## src/rtl/alu_sequencer.sv

```systemverilog
// Issue/writeback controller for a combinational 16-bit ALU: accepts one instruction,
// reads operands from an 8x16 register file, captures the ALU result and retires it.
module alu_sequencer (
  input  logic        clk,
  input  logic        rst_n,
  input  logic        instr_valid,
  input  logic [15:0] instr,
  output logic        instr_ready,
  output logic [3:0]  alu_s,
  output logic [15:0] alu_a,
  output logic [15:0] alu_b,
  input  logic [15:0] alu_f,
  input  logic        alu_ovf,
  input  logic        alu_take_branch,
  output logic [7:0]  pc,
  output logic        done,
  output logic        ovf_flag,
  output logic        illegal_flag,
  input  logic [2:0]  dbg_addr,
  output logic [15:0] dbg_data
);

  typedef enum logic [1:0] {StIdle, StIssue, StCapture, StWrite} state_e;

  state_e      state_q, state_d;
  logic [15:0] instr_q;
  logic [15:0] regs_q [8];
  logic [15:0] f_q;
  logic        ovf_q;
  logic        take_q;

  logic [3:0]  op;
  logic [2:0]  rd;
  logic [2:0]  rs1;
  logic [2:0]  rs2;
  logic [2:0]  br_rs;
  logic [7:0]  br_off;
  logic [15:0] imm;
  logic        is_alu;
  logic        is_br;
  logic        is_ldi;
  logic        is_add;
  logic [15:0] rs1_val;
  logic [15:0] rs2_val;
  logic [15:0] br_val;

  assign op     = instr_q[15:12];
  assign rd     = instr_q[11:9];
  assign rs1    = instr_q[8:6];
  assign rs2    = instr_q[5:3];
  assign br_rs  = instr_q[11:9];
  assign br_off = instr_q[7:0];
  assign imm    = {{7{instr_q[8]}}, instr_q[8:0]};

  always_comb begin
    is_alu = 1'b0;
    is_br  = 1'b0;
    is_ldi = 1'b0;
    unique case (op)
      4'h0, 4'h1, 4'h2, 4'h3, 4'h4, 4'h5, 4'h8: is_alu = 1'b1;
      4'h6, 4'h7:                               is_br  = 1'b1;
      4'hF:                                     is_ldi = 1'b1;
      default: ;
    endcase
  end

  assign is_add = (op == 4'h0);

  // Register 0 is hard-wired to zero on every read port.
  assign rs1_val  = (rs1 == 3'd0) ? 16'h0000 : regs_q[rs1];
  assign rs2_val  = (rs2 == 3'd0) ? 16'h0000 : regs_q[rs2];
  assign br_val   = (br_rs == 3'd0) ? 16'h0000 : regs_q[br_rs];
  assign dbg_data = (dbg_addr == 3'd0) ? 16'h0000 : regs_q[dbg_addr];

  assign instr_ready = (state_q == StIdle);

  always_comb begin
    state_d = state_q;
    unique case (state_q)
      StIdle:    if (instr_valid) state_d = StIssue;
      StIssue:   state_d = StCapture;
      StCapture: state_d = StWrite;
      StWrite:   state_d = StIdle;
      default:   state_d = StIdle;
    endcase
  end

  always_ff @(posedge clk) begin
    if (!rst_n) begin
      state_q      <= StIdle;
      instr_q      <= 16'h0000;
      alu_s        <= 4'h0;
      alu_a        <= 16'h0000;
      alu_b        <= 16'h0000;
      f_q          <= 16'h0000;
      ovf_q        <= 1'b0;
      take_q       <= 1'b0;
      pc           <= 8'h00;
      done         <= 1'b0;
      ovf_flag     <= 1'b0;
      illegal_flag <= 1'b0;
      for (int i = 0; i < 8; i++) regs_q[i] <= 16'h0000;
    end else begin
      state_q <= state_d;
      done    <= (state_q == StWrite);

      if (state_q == StIdle && instr_valid) instr_q <= instr;

      if (state_q == StIssue) begin
        alu_s <= op;
        if (is_alu) begin
          alu_a <= rs1_val;
          alu_b <= rs2_val;
        end else if (is_br) begin
          alu_a <= br_val;
          alu_b <= 16'h0000;
        end else begin
          alu_a <= 16'h0000;
          alu_b <= 16'h0000;
        end
      end

      if (state_q == StCapture) begin
        f_q    <= alu_f;
        ovf_q  <= alu_ovf;
        take_q <= alu_take_branch;
      end

      if (state_q == StWrite) begin
        if (is_alu && rd != 3'd0) regs_q[rd] <= f_q;
        if (is_ldi && rd != 3'd0) regs_q[rd] <= imm;
        if (is_add) ovf_flag <= ovf_flag | ovf_q;
        if (!is_alu && !is_br && !is_ldi) illegal_flag <= 1'b1;
        // Taken branches are relative to the following instruction; wraps mod 256.
        if (is_br && take_q) pc <= pc + 8'd1 + br_off;
        else                 pc <= pc + 8'd1;
      end
    end
  end

endmodule
```

## config.mk

```make
export PLATFORM = sky130hd
export DESIGN_NAME = alu_sequencer
export DESIGN_NICKNAME = d
export VERILOG_FILES = /design/src/rtl/alu_sequencer.sv
export SDC_FILE = /design/constraint.sdc
export NUM_CORES = 1
export LEC_CHECK = 0
export CELL_PAD_IN_SITES_DETAIL_PLACEMENT = 0
export CELL_PAD_IN_SITES_GLOBAL_PLACEMENT = 1
export CORE_ASPECT_RATIO = 0.9
export CORE_MARGIN = 3
export CORE_UTILIZATION = 48
export DETAILED_ROUTE_END_ITERATION = 12
export GPL_ROUTABILITY_DRIVEN = 0
export HOLD_SLACK_MARGIN = 0.08
export PLACE_DENSITY = 0.83
export SKIP_LAST_GASP = 1
export SYNTH_ARGS = -nofsm -noshare
export SYNTH_HDL_FRONTEND = slang
export SYNTH_SLANG_ARGS = --single-unit
```

## constraint.sdc

```tcl
create_clock -name clk -period 2.9 [get_ports clk]
set_input_delay 0.435 -clock clk [delete_from_list [all_inputs] [get_ports clk]]
set_output_delay 0.435 -clock clk [all_outputs]
set_load 0.02 [all_outputs]
```

After elaboration in Yosys (flattened, before gate mapping). Memory sizes are Yosys's and may differ from the RTL's. A register that Yosys moved wholly into a read port is not among the register bits. Index checks and enable logic that the tools add are counted.

Bits in registers: 83. Input port bits: 40. Memories kept: 1. Output and inout bits: 64. Bits in writable memories: 128. Logic and storage cells: 83.

Memory list: regs_q (depth 8, width 16, rd ports 4, clocked after memory_dff 3, write ports 8, RTL line 27) `logic [15:0] regs_q [8];`.

Reduce and logical (&&, ||, !) cells: 21. Multiplexer cells: 32. Bitwise gates (word level): 2. Equal/unequal tests: 13. Add/sub/neg operators: 2.

Operators with widths (count): 16-bit two-way mux (9); 3-bit two-way mux (7); 4-bit by 3-bit == test with 1-bit output (second input constant) (4); 16-bit OR reduction (1); 1-bit two-way mux (13); 3-bit logical NOT (4); 8-bit by 1-bit adder with 8-bit output (second input constant) (1); 8-bit adder (1); 4-bit by 2-bit == test with 1-bit output (second input constant) (2); 4-bit == test (second input constant) (2); 8-bit two-way mux (1); 2-bit case mux with 4 select lines (1); 7-bit OR reduction (1); 1-bit logical AND (6); 2-bit == test (second input constant) (2); 4-bit by 1-bit == test with 1-bit output (second input constant) (1); 4-bit logical NOT (1); 2-bit AND reduction (2); 1-bit logical NOT (3); 3-bit nonzero test (1); 2-bit by 1-bit == test with 1-bit output (second input constant) (1); 2-bit logical NOT (1); 2-bit two-way mux (1); 2-bit inequality test (second input constant) (1); other kinds (2) (3).

Longest topological paths before layout.
Depth after elaboration: 11. Mapped depth: 10. Mapped depth without buffers: 10.

Worst setup path before layout. OpenSTA, ideal clock, no wires.

Path type: register -> register. Start: register pc[0]. End: register pc[7]. Arrival time: 2.260 ns. Path buffers: 0. Data required time: 2.774 ns. Clock period less this slack: 2.386 ns. Setup slack: 0.514 ns. Library setup time: 0.126 ns. Stages on the path, launching flop included: 11. Cells stage by stage: dfxtp_1 > ha_1 > and3_1 > nand3_1 > xnor2_1 > ha_1 > a21oi_1 > o2bb2a_1 > nand4_1 > o21bai_1 > nand3_1.

Cells in the longest elaborated chain, start to end: 3.

RTL lines: from (decl) (RTL line 15) `output logic [7:0] pc,`; from (signal assigned) (RTL line 135) `if (is_br && take_q) pc <= pc + 8'd1 + br_off;`; from (signal assigned) (RTL line 136) `else pc <= pc + 8'd1;`; 8-bit by 1-bit adder with 8-bit output (*) (RTL line 135, 136); 8-bit adder (RTL line 135); 8-bit two-way mux (*) (RTL line 135).

Mark *: on every way between the ends. The rest lies on a longest branch, timed or not. A chain may end at the register's enable or synchronous reset.

Worst setup path in the final report.
Start: input port dbg_addr[1]. End: output port dbg_data[14].

Cells in the longest elaborated chain, start to end: 2. Elaborated cells between the ends (all ways): 3. Classes of those cells: mux: 1; reduce/logical: 1; memory: 1.

RTL lines: from (decl) (RTL line 19) `input logic [2:0] dbg_addr,`; memory read 8 x 16 bit or 3-bit logical NOT (tied branches); 16-bit two-way mux (*) (RTL line 73) `assign dbg_data = (dbg_addr == 3'd0) ? 16'h0000 : regs_q[dbg_addr];`; to (decl) (RTL line 20) `output logic [15:0] dbg_data`.

Marks and branches as above.

==> PnR_summary.wiki <==
{| class="wikitable"
! Metric !! Value
|-
| Launch instance of the worst register-to-register path || pc[1]
|-
| Final antenna diode count || 0
|-
| Max-cap check violation count || 0
|-
| Result of the run || complete, no violations
|-
| Data required, critical path || 2.47 ns
|-
| Peak supply drop || 0.354 mV
|-
| Placement row count || 54
|-
| Cell seen most often among critical-path stages || sky130_fd_sc_hd__clkdlybuf4s50_1
|-
| Top cells by area, synth || sky130_fd_sc_hd__edfxtp_1, sky130_fd_sc_hd__mux4_2, sky130_fd_sc_hd__dfxtp_1, sky130_fd_sc_hd__mux2i_1, sky130_fd_sc_hd__nor2_1
|-
| Synth Register Bits || 220
|-
| Post-Syn Instances || 977
|-
| Endpoint kind of the worst setup timing path || primary output
|-
| Number of buffers inserted during clock tree synthesis || 24
|-
| Worst Setup Slack post-DPL || -0.0757 ns
|-
| Multiplexer area fraction after synthesis || 0.290
|-
| Final period util || 0.966
|-
| Setup repair bufs after CTS || 0
|-
| Number of input and output port buffers inserted || 103
|-
| Final routed wire length divided by cell count || 22.7 um
|-
| Buffers and inverters on the worst path || 4
|-
| Leakage || 5.20 nW
|-
| Starting density of the core || 0.493
|-
| Total standard cell area after synthesis || 0.0121 mm2
|-
| GRT Overall Usage || 0.245
|-
| Detail-routed via count per cell || 6.03
|-
| Post-synthesis adder-cell area fraction || 0.0151
|-
| Aggregate negative setup slack || 0 ns
|-
| Final worst path period need || 2.80 ns
|-
| Start point of the worst hold path || alu_a[4]
|-
| Standard cell with the maximum stage delay on the critical path || sky130_fd_sc_hd__clkdlybuf4s50_1
|-
| Final Total Pwr || 9.89 mW
|-
| Clock latency on the worst-skew pair || 0.52 ns
|-
| Count of distinct cell types in the synthesized netlist || 61
|-
| Final clock skew || 0.0104 ns
|-
| Parity-gate share of the synthesized area counting xor and xnor cells || 0.00507
|-
| Setup WS post-layout || 0.0983 ns
|-
| Unrepaired setup endpoints after global routing || no
|-
| Initial antenna violation count || 0
|-
| Hold/Removal Path Class || flip-flop to flip-flop
|-
| Yosys warnings || 0
|-
| Width of the chip || 173 um
|-
| Kind of start point of the critical path || input port
|-
| Crit-path max FO || 15
|-
| Violation count after the first detailed-routing iteration || 818
|-
| CTS H-tree lvls || 1
|-
| Clk sink count || 220
|-
| Proportion of netlist area held by the largest area contributor || 0.318
|-
| Compound-gate portion of the synthesized area || 0.0875
|-
| Share of post-route cells with drive strength above 1 || 0.220
|-
| CTS tree || built
|-
| Via count of the first global-routing pass || 8710
|-
| Reg clk slew, reported paths || 0.06 ns
|-
| Area growth from synthesis to layout || 20.7%
|-
| Cell at the root of the clock tree || sky130_fd_sc_hd__clkbuf_16
|-
| Die outline height || 157 um
|-
| Launching element of the worst setup path || dbg_addr[1]
|-
| Share of synthesized registers carrying an async set or reset || 0
|-
| Pwr dens || 678 mW/mm2
|-
| Std-Cell Core Area || 0.0245 mm2
|-
| Post-layout net count || 1152
|-
| Final HPWL from detailed placement || 22100 um
|-
| Ranking of synthesized cells by instance count || sky130_fd_sc_hd__nor2_1, sky130_fd_sc_hd__edfxtp_1, sky130_fd_sc_hd__mux4_2, sky130_fd_sc_hd__dfxtp_1, sky130_fd_sc_hd__mux2i_1
|-
| Cell type group with the largest total delay on the critical path || buffers and inverters
|-
| Maximum number of pins on one net before global-route repair || 53
|-
| Hold Violations, Final || 0
|-
| Antenna Violating Nets Remaining || 0
|-
| Series of cell instances along the critical path || clkdlybuf4s50_1 > buf_12 > nor2b_1 > buf_4 > a221oi_1 > a21oi_1 > clkdlybuf4s50_1
|-
| Total iterations of the first detailed-routing run || 5
|-
| Post-detailed-route DRC marker count || 0
|-
| Category of the critical setup timing path || input port to primary output
|-
| Post-synthesis simple-gate area fraction || 0.0967
|-
| Combinational family with the most area after synthesis || multiplexers
|-
| Total of endpoints with negative setup slack in the final report || 0
|-
| Worst path max stage delay || 0.64 ns
|-
| Worst-case clock buffer depth || 3
|-
| Top-level port count || 104
|-
| Detailed-route wire length || 32900 um
|-
| First-pass GRT wire length || 51400 um
|-
| Tightest slew margin relative to the limit || 0.427
|-
| Number of enable-type register cells in the synthesized netlist || 128
|-
| GRT Residual Overflow || 0
|-
| Transition time of the tightest slew-check pin || 0.859 ns
|-
| Primary FF master, synth || sky130_fd_sc_hd__edfxtp_1
|-
| Sequential-to-total area share from yosys stat || 0.470
|-
| Maximum clock rate || 0.357 GHz
|-
| Data arrival time of the critical path || 2.37 ns
|-
| Detailed-route via count || 8759
|-
| Syn avg cell area || 12.4 um2
|-
| Die area || 0.0271 mm2
|-
| Cell taking the most area after synthesis || sky130_fd_sc_hd__edfxtp_1
|-
| Max Slew Vio Count || 0
|-
| Dominant cell by count in the synthesized netlist || sky130_fd_sc_hd__nor2_1
|}
==> metrics by stage <==
stage	hold WS [ns]	cells	util	area, um2
6_report	0.450	1452	0.595	14600
5_1_grt	0.464	1452	0.595	14600
4_1_cts	0.454	1452	0.595	14600
3_5_place_dp	0.440	1408	0.562	13800
3_3_place_gp	0.433	1408	0.562	13800
2_1_floorplan	0.451	992	-	12200
==> kinds of logic (layout without fill, tap and decap cells) <==
group / count (synthesis) / count (layout)
adders and majority gates: 14 / 14
AOI/OAI and AO/OA: 151 / 151
xor gates and xnor gates: 7 / 7
DFF: 220 / 220
muxes: 208 / 208
and+or+nand+nor: 271 / 271
other: 1 / 16
buffers and inverters: 105 / 229
==> worst reg2reg max path, delay by kind of cell, from the launching register on <==
family	cells	cell delay, ns
xor+xnor	1	0.24
fa+ha+maj	2	0.62
compound gates	3	0.66
simple gates	4	0.56
flops	1	0.39
==> worst paths after layout <==
path | endpoint | slack [ns] | cells past startpoint
setup / recovery | dbg_data[14] | 0.1 | 7
hold / removal | alu_a[4] | 0.45 | 1
setup reg to reg | pc[7] | 0.31 | 10
hold reg to reg | alu_a[4] | 0.45 | 1
==> cell usage in the layout, fill, tap and decap left out, types with 3 or more instances in the layout <==
cell and instances:
sky130_fd_sc_hd__nor2_1 168, sky130_fd_sc_hd__edfxtp_1 128, sky130_fd_sc_hd__mux4_2 112, sky130_fd_sc_hd__dfxtp_1 89
sky130_fd_sc_hd__clkdlybuf4s50_1 87, sky130_fd_sc_hd__mux2i_1 80, sky130_fd_sc_hd__nand2_1 60, sky130_fd_sc_hd__buf_4 53
sky130_fd_sc_hd__a21oi_1 41, sky130_fd_sc_hd__clkbuf_16 25, sky130_fd_sc_hd__inv_1 21, sky130_fd_sc_hd__a21o_1 20
sky130_fd_sc_hd__o22ai_1 18, sky130_fd_sc_hd__mux2_2 16, sky130_fd_sc_hd__a221oi_1 16, sky130_fd_sc_hd__a2bb2oi_1 16
sky130_fd_sc_hd__conb_1 16, sky130_fd_sc_hd__ha_1 13, sky130_fd_sc_hd__dlygate4sd2_1 10, sky130_fd_sc_hd__nand3_1 9
sky130_fd_sc_hd__a21oi_2 8, sky130_fd_sc_hd__nor3_1 8, sky130_fd_sc_hd__o21ai_0 8, sky130_fd_sc_hd__buf_12 6
sky130_fd_sc_hd__xnor2_1 5, sky130_fd_sc_hd__dlymetal6s2s_1 5, sky130_fd_sc_hd__nor2b_1 4, sky130_fd_sc_hd__a211oi_1 4
sky130_fd_sc_hd__clkbuf_1 4, sky130_fd_sc_hd__clkinv_2 4, sky130_fd_sc_hd__a311oi_1 3, sky130_fd_sc_hd__dfxtp_2 3
sky130_fd_sc_hd__clkinv_1 3, sky130_fd_sc_hd__bufinv_16 3
==> final cells by class <==
class	instances	area, um2
multi-input cells	667	6040
inverters	23	86.3
fillers	2049	9930
repair buffers	162	1540
flip-flops and latches	220	5690
clock buffers	31	668
clock inverters	13	145
well taps	336	420
==> power breakdown <==
group,switching (mW),total (mW),internal [mW]
Sequential,0.304,3.90,3.59
Clock,1.23,3.12,1.89
Combinational,1.48,2.88,1.40
==> sequential cells by signal (all words and copies together), names as in the netlist, named ones only <==
register and count:
pc 8, alu_s 4, f_q 16, instr_q 16
take_q 1, done 1, alu_b 16, illegal_flag 1
state_q 2, alu_a 16, regs_q 128, ovf_q 1
ovf_flag 1
==> layer usage <==
| metal | global-route usage | wire (um) | vias up |
|---|---|---|---|
| met5 | 0 | 0 | - |
| met4 | 0.0656 | 897 | 0 |
| met3 | 0.0463 | 2750 | 61 |
| met2 | 0.399 | 15300 | 400 |
| met1 | 0.341 | 13900 | 4341 |
| li1 | - | - | 3957 |
==> repair_timing <==
item,4_1_cts,5_1_grt
endpoints found under the setup margin,10,5
hold buffers,0,0
resized for setup,10,5
Note: power is estimated with default switching activity, not from simulation.
==> edit 1 (same settings) <==
Re-encode `state_e` (4 states) as one-hot, 4 bits wide.
--- a/src/rtl/alu_sequencer.sv
+++ b/src/rtl/alu_sequencer.sv
@@ -20,7 +20,7 @@
   output logic [15:0] dbg_data
 );
 
-  typedef enum logic [1:0] {StIdle, StIssue, StCapture, StWrite} state_e;
+  typedef enum logic [3:0] {StIdle = 4'b0001, StIssue = 4'b0010, StCapture = 4'b0100, StWrite = 4'b1000} state_e;
 
   state_e      state_q, state_d;
   logic [15:0] instr_q;
Function: same outputs for any inputs over 4 cycles, from zero or initial values and one cycle with rst_n low; so few cycles prove little.
==> edit 1 against the unedited design <==
Core utilization increased by 1.1 points; critical path type unchanged; cell count increased by 3.0%; final area increased by 1.8%; wire length increased by 4.1%; setup slack improved by 0.065 ns; via count increased by 3.8%; critical endpoint is now dbg_data[2]; synthesized area increased by 0.20%; highest routed layer unchanged; sequential cell count increased by 2.
Power is not compared: it rests on default switching activity, and its combinational part moved more than twofold at a synthesized area within 25%.
==> edit 1: results <==
export IMPL_clkbuf_count=33
export IMPL_grt_pass1_vias=9224
export IMPL_grt_start_max_net_pins=50
export IMPL_reg2reg_from="pc[0]"
export IMPL_multi_input_area_share_pct=40.8
export IMPL_crit_end="dbg_data[2]"
export IMPL_nNonClkBuffers=169
export IMPL_use_met1_pct=32.9
export IMPL_viasPerCell=6.08
export IMPL_slowest_delay_ns=0.51
export IMPL_layout_nets=1190
export IMPL_grt_pass1_wl_mm=53.2
export IMPL_place_ws_ns=-0.0470
export IMPL_ff_latch_area_um2=5730
export IMPL_critPathMaxFanout=9
export IMPL_buf_share_pct=11.0
export IMPL_dr_pass1_iters=7
export IMPL_status="completed"
export IMPL_layoutNonFillerInstCount=1496
export IMPL_clkCellAreaFrac_pct=6.15
export IMPL_initialDrtViolationCount=1029
export IMPL_final_layout_size_suffix_gt1_share_pct=23.4
export IMPL_placed_cells=1449
export IMPL_inverters=22
export IMPL_finish_utilization_pct=60.6
export IMPL_min_path_type="input port to flip-flop"
export IMPL_worstPathArrival_ns=2.30
export IMPL_post_cts_resized=9
export IMPL_wl_per_cell_um=22.9
export IMPL_reg2reg_to="pc[7]"
export IMPL_dp_hpwl_mm=22.9
export IMPL_antenna_diode_count=1
export IMPL_met2_usage_pct=41.5
export IMPL_synth_top_cells_by_count="nor2_1, edfxtp_1, nand2_1, mux4_2, dfxtp_1"
==> edit 1: cell types whose count changed after synthesis, sizes merged, moves of 20 or more <==
cell / delta
nand2: +57
nor2: -37
mux2i: -24
o21ai: +36
a21oi: +20
==> edit 1: critical path, delay by kind of cell <==
family	cells	cell delay, ns
buf+inv	4	1.16
compound gates	2	0.35
mux	1	0.35
==> edit 1: power by group through the flow <==
stage	registers [mW]	clock network (mW)	logic, mW
5_1_grt	3.59	3.61	1.14
3_5_place_dp	3.64	0	1.07
3_3_place_gp	3.63	0	1.06
2_1_floorplan	3.58	0	0.729
4_1_cts	3.57	3.50	1.07
6_report	3.58	3.45	1.06
==> edit 1: kinds of logic after synthesis <==
kind of cell | after synthesis | share of synthesized area (%)
xor gates and xnor gates | 7 | 0.506
adders and majority gates | 10 | 1.09
and+or+nand+nor | 312 | 11.7
AOI/OAI and AO/OA | 169 | 8.75
DFF | 222 | 47.2
other | 1 | 0.0309
muxes | 186 | 27.3
buffers and inverters | 98 | 3.31
==> edit 1: worst min-delay path by stage <==
stage | start | end | slack [ns] | depth (start not counted)
6_report | instr[12] | instr_q[12] | 0.45 | 3
5_1_grt | alu_f[8] | f_q[8] | 0.47 | 3
3_3_place_gp | f_q[1] | f_q[1] | 0.44 | 2
2_1_floorplan | f_q[0] | f_q[0] | 0.44 | 2
4_1_cts | alu_f[8] | f_q[8] | 0.45 | 3
3_5_place_dp | f_q[1] | f_q[1] | 0.45 | 2
==> edit 1: per-layer routing <==
metal,up-vias,wire length (um)
met3,83,3260
met1,4451,13400
li1,4067,-
met5,-,0
met2,491,16300
met4,0,1260
==> edit 2 (same settings) <==
Made on the original files. Make the reset (`rst_n`) asynchronous in one clocked block.
--- a/src/rtl/alu_sequencer.sv
+++ b/src/rtl/alu_sequencer.sv
@@ -85,7 +85,7 @@
     endcase
   end
 
-  always_ff @(posedge clk) begin
+  always_ff @(posedge clk or negedge rst_n) begin
     if (!rst_n) begin
       state_q      <= StIdle;
       instr_q      <= 16'h0000;
Check against the original RTL: differs if rst_n is asserted again (counterexample within 4 cycles, from zero or initial values and one cycle with rst_n low); with rst_n held inactive, the same outputs for 4 cycles.
==> edit 2 against the unedited design <==
Count of clock-buffer cells in the layout is 12 lower; wire length is 10% higher; sequential cell count is 25 lower; synthesized area is 1.7% lower; fmax is 2.0% lower; final area is 4.2% lower; critical path type unchanged; setup slack worse by 0.057 ns; critical endpoint is now dbg_data[2].
Power is not compared: it rests on default switching activity, and its combinational part moved more than twofold at a synthesized area within 25%.
==> edit 2: results <==
export IMPL_synth_edf_count=0
export IMPL_place_ws_ns=-0.0350
export IMPL_dp_hpwl_mm=25.4
export IMPL_p_sw_mw=8.12
export IMPL_grt_usage_pct=27.8
export IMPL_grt_pass1_vias=9819
export IMPL_reg2reg_from="pc[1]"
export IMPL_status="completed"
export IMPL_min_path_type="input port to async pin"
export IMPL_layout_nets=1325
export IMPL_reg2reg_depth=11
export IMPL_crit_end="dbg_data[2]"
export IMPL_clock_root_buffer="clkbuf_16"
export IMPL_wl_met2_mm=16.2
export IMPL_synth_compound_area_share_pct=17.7
export IMPL_drv_cap=0
export IMPL_grt_start_max_net_pins=87
export IMPL_worstPathArrival_ns=2.42
export IMPL_worst_hold_slack_ns=0.0448
export IMPL_synth_top_cells_by_count="dfrtp_1, nor2_1, a21oi_1, mux2_2, nand2_1"
export IMPL_nFillCells=2108
export IMPL_place_area_um2=13400
export IMPL_clock_path_buffers=2
export IMPL_clk_latency_ns=0.44
export IMPL_slew_headroom_pct=20.7
export IMPL_synthMuxAreaShare_pct=22.4
export IMPL_async_flop_share_pct=100
export IMPL_viasPerCell=6.33
export IMPL_clk_pin_slew_ns=0.08
export IMPL_ys_top_cells_by_area="dfrtp_1, mux4_2, mux2_2"
export IMPL_met3_wirelength_mm=3.46
export IMPL_ys_flop_type="dfrtp_1"
export IMPL_slowest_delay_ns=0.57
export IMPL_yosysSeqAreaShare_pct=41.0
export IMPL_final_layout_size_suffix_gt1_share_pct=21.3
export IMPL_fin_crit_sh_pct=98.6
export IMPL_highest_layer="met4"
export IMPL_reg2reg_setup_slack_ns=0.09
export IMPL_synth_xor_area_share_pct=0.736
export IMPL_largest_reg_flops=112
export IMPL_finalInstanceArea_um2=14000
export IMPL_regMostFlops="regs_q"
export IMPL_yosysUniqueCellTypes=59
export IMPL_wl_met1_mm=16.1
export IMPL_p_clk_mw=2.29
export IMPL_postRouteWirelength_mm=36.4
export IMPL_numCtsBuffers=17
export IMPL_reg2reg_to="pc[7]"
export IMPL_critPathMaxFanout=21
export IMPL_finalClockSkew_ns=0.0155
export IMPL_cp_startpoint="dbg_addr[1]"
export IMPL_die_x_um=172
export IMPL_h_tree_depth=4
export IMPL_grt_pass1_wl_mm=57.4
export IMPL_initialDrtViolationCount=999
export IMPL_synthAdderAreaFrac_pct=1.54
==> edit 2: metrics by stage <==
stage	cells	power, mW
floorplan	1181	12.3
global placement	1560	15.2
detailed placement	1560	15.4
CTS	1592	17.8
global route	1592	19.1
finish	1592	17.9
==> edit 2: timing repair <==
action                                  CTS  global route
resized for setup                         4            16
endpoints found under the setup margin    4            12
pin swaps                                 0             0
==> edit 2: worst register-to-register path: cells and delay by family, from the launching register on <==
kind	cells	cell delay, ns
AO/OA/AOI/OAI	3	0.65
AND/OR/NAND/NOR	4	0.61
adder cells (fa/ha/maj)	2	0.55
flip-flops	1	0.41
multiplexers	1	0.34
XOR/XNOR	1	0.16
==> edit 2: routing by layer <==
layer	track usage [%]	vias up
met5	0	-
met4	6.27	0
met3	5.59	49
met1	42.5	4993
met2	41.0	515
li1	-	4526
==> edit 2: layout make-up <==
class	instances	area share [%]
multi-input cells	856	45.7
clock buffers	19	3.17
repair buffers	161	11.5
clock inverters	13	0.823
flip-flops and latches	195	34.9
inverters	40	1.07
well taps	308	2.76
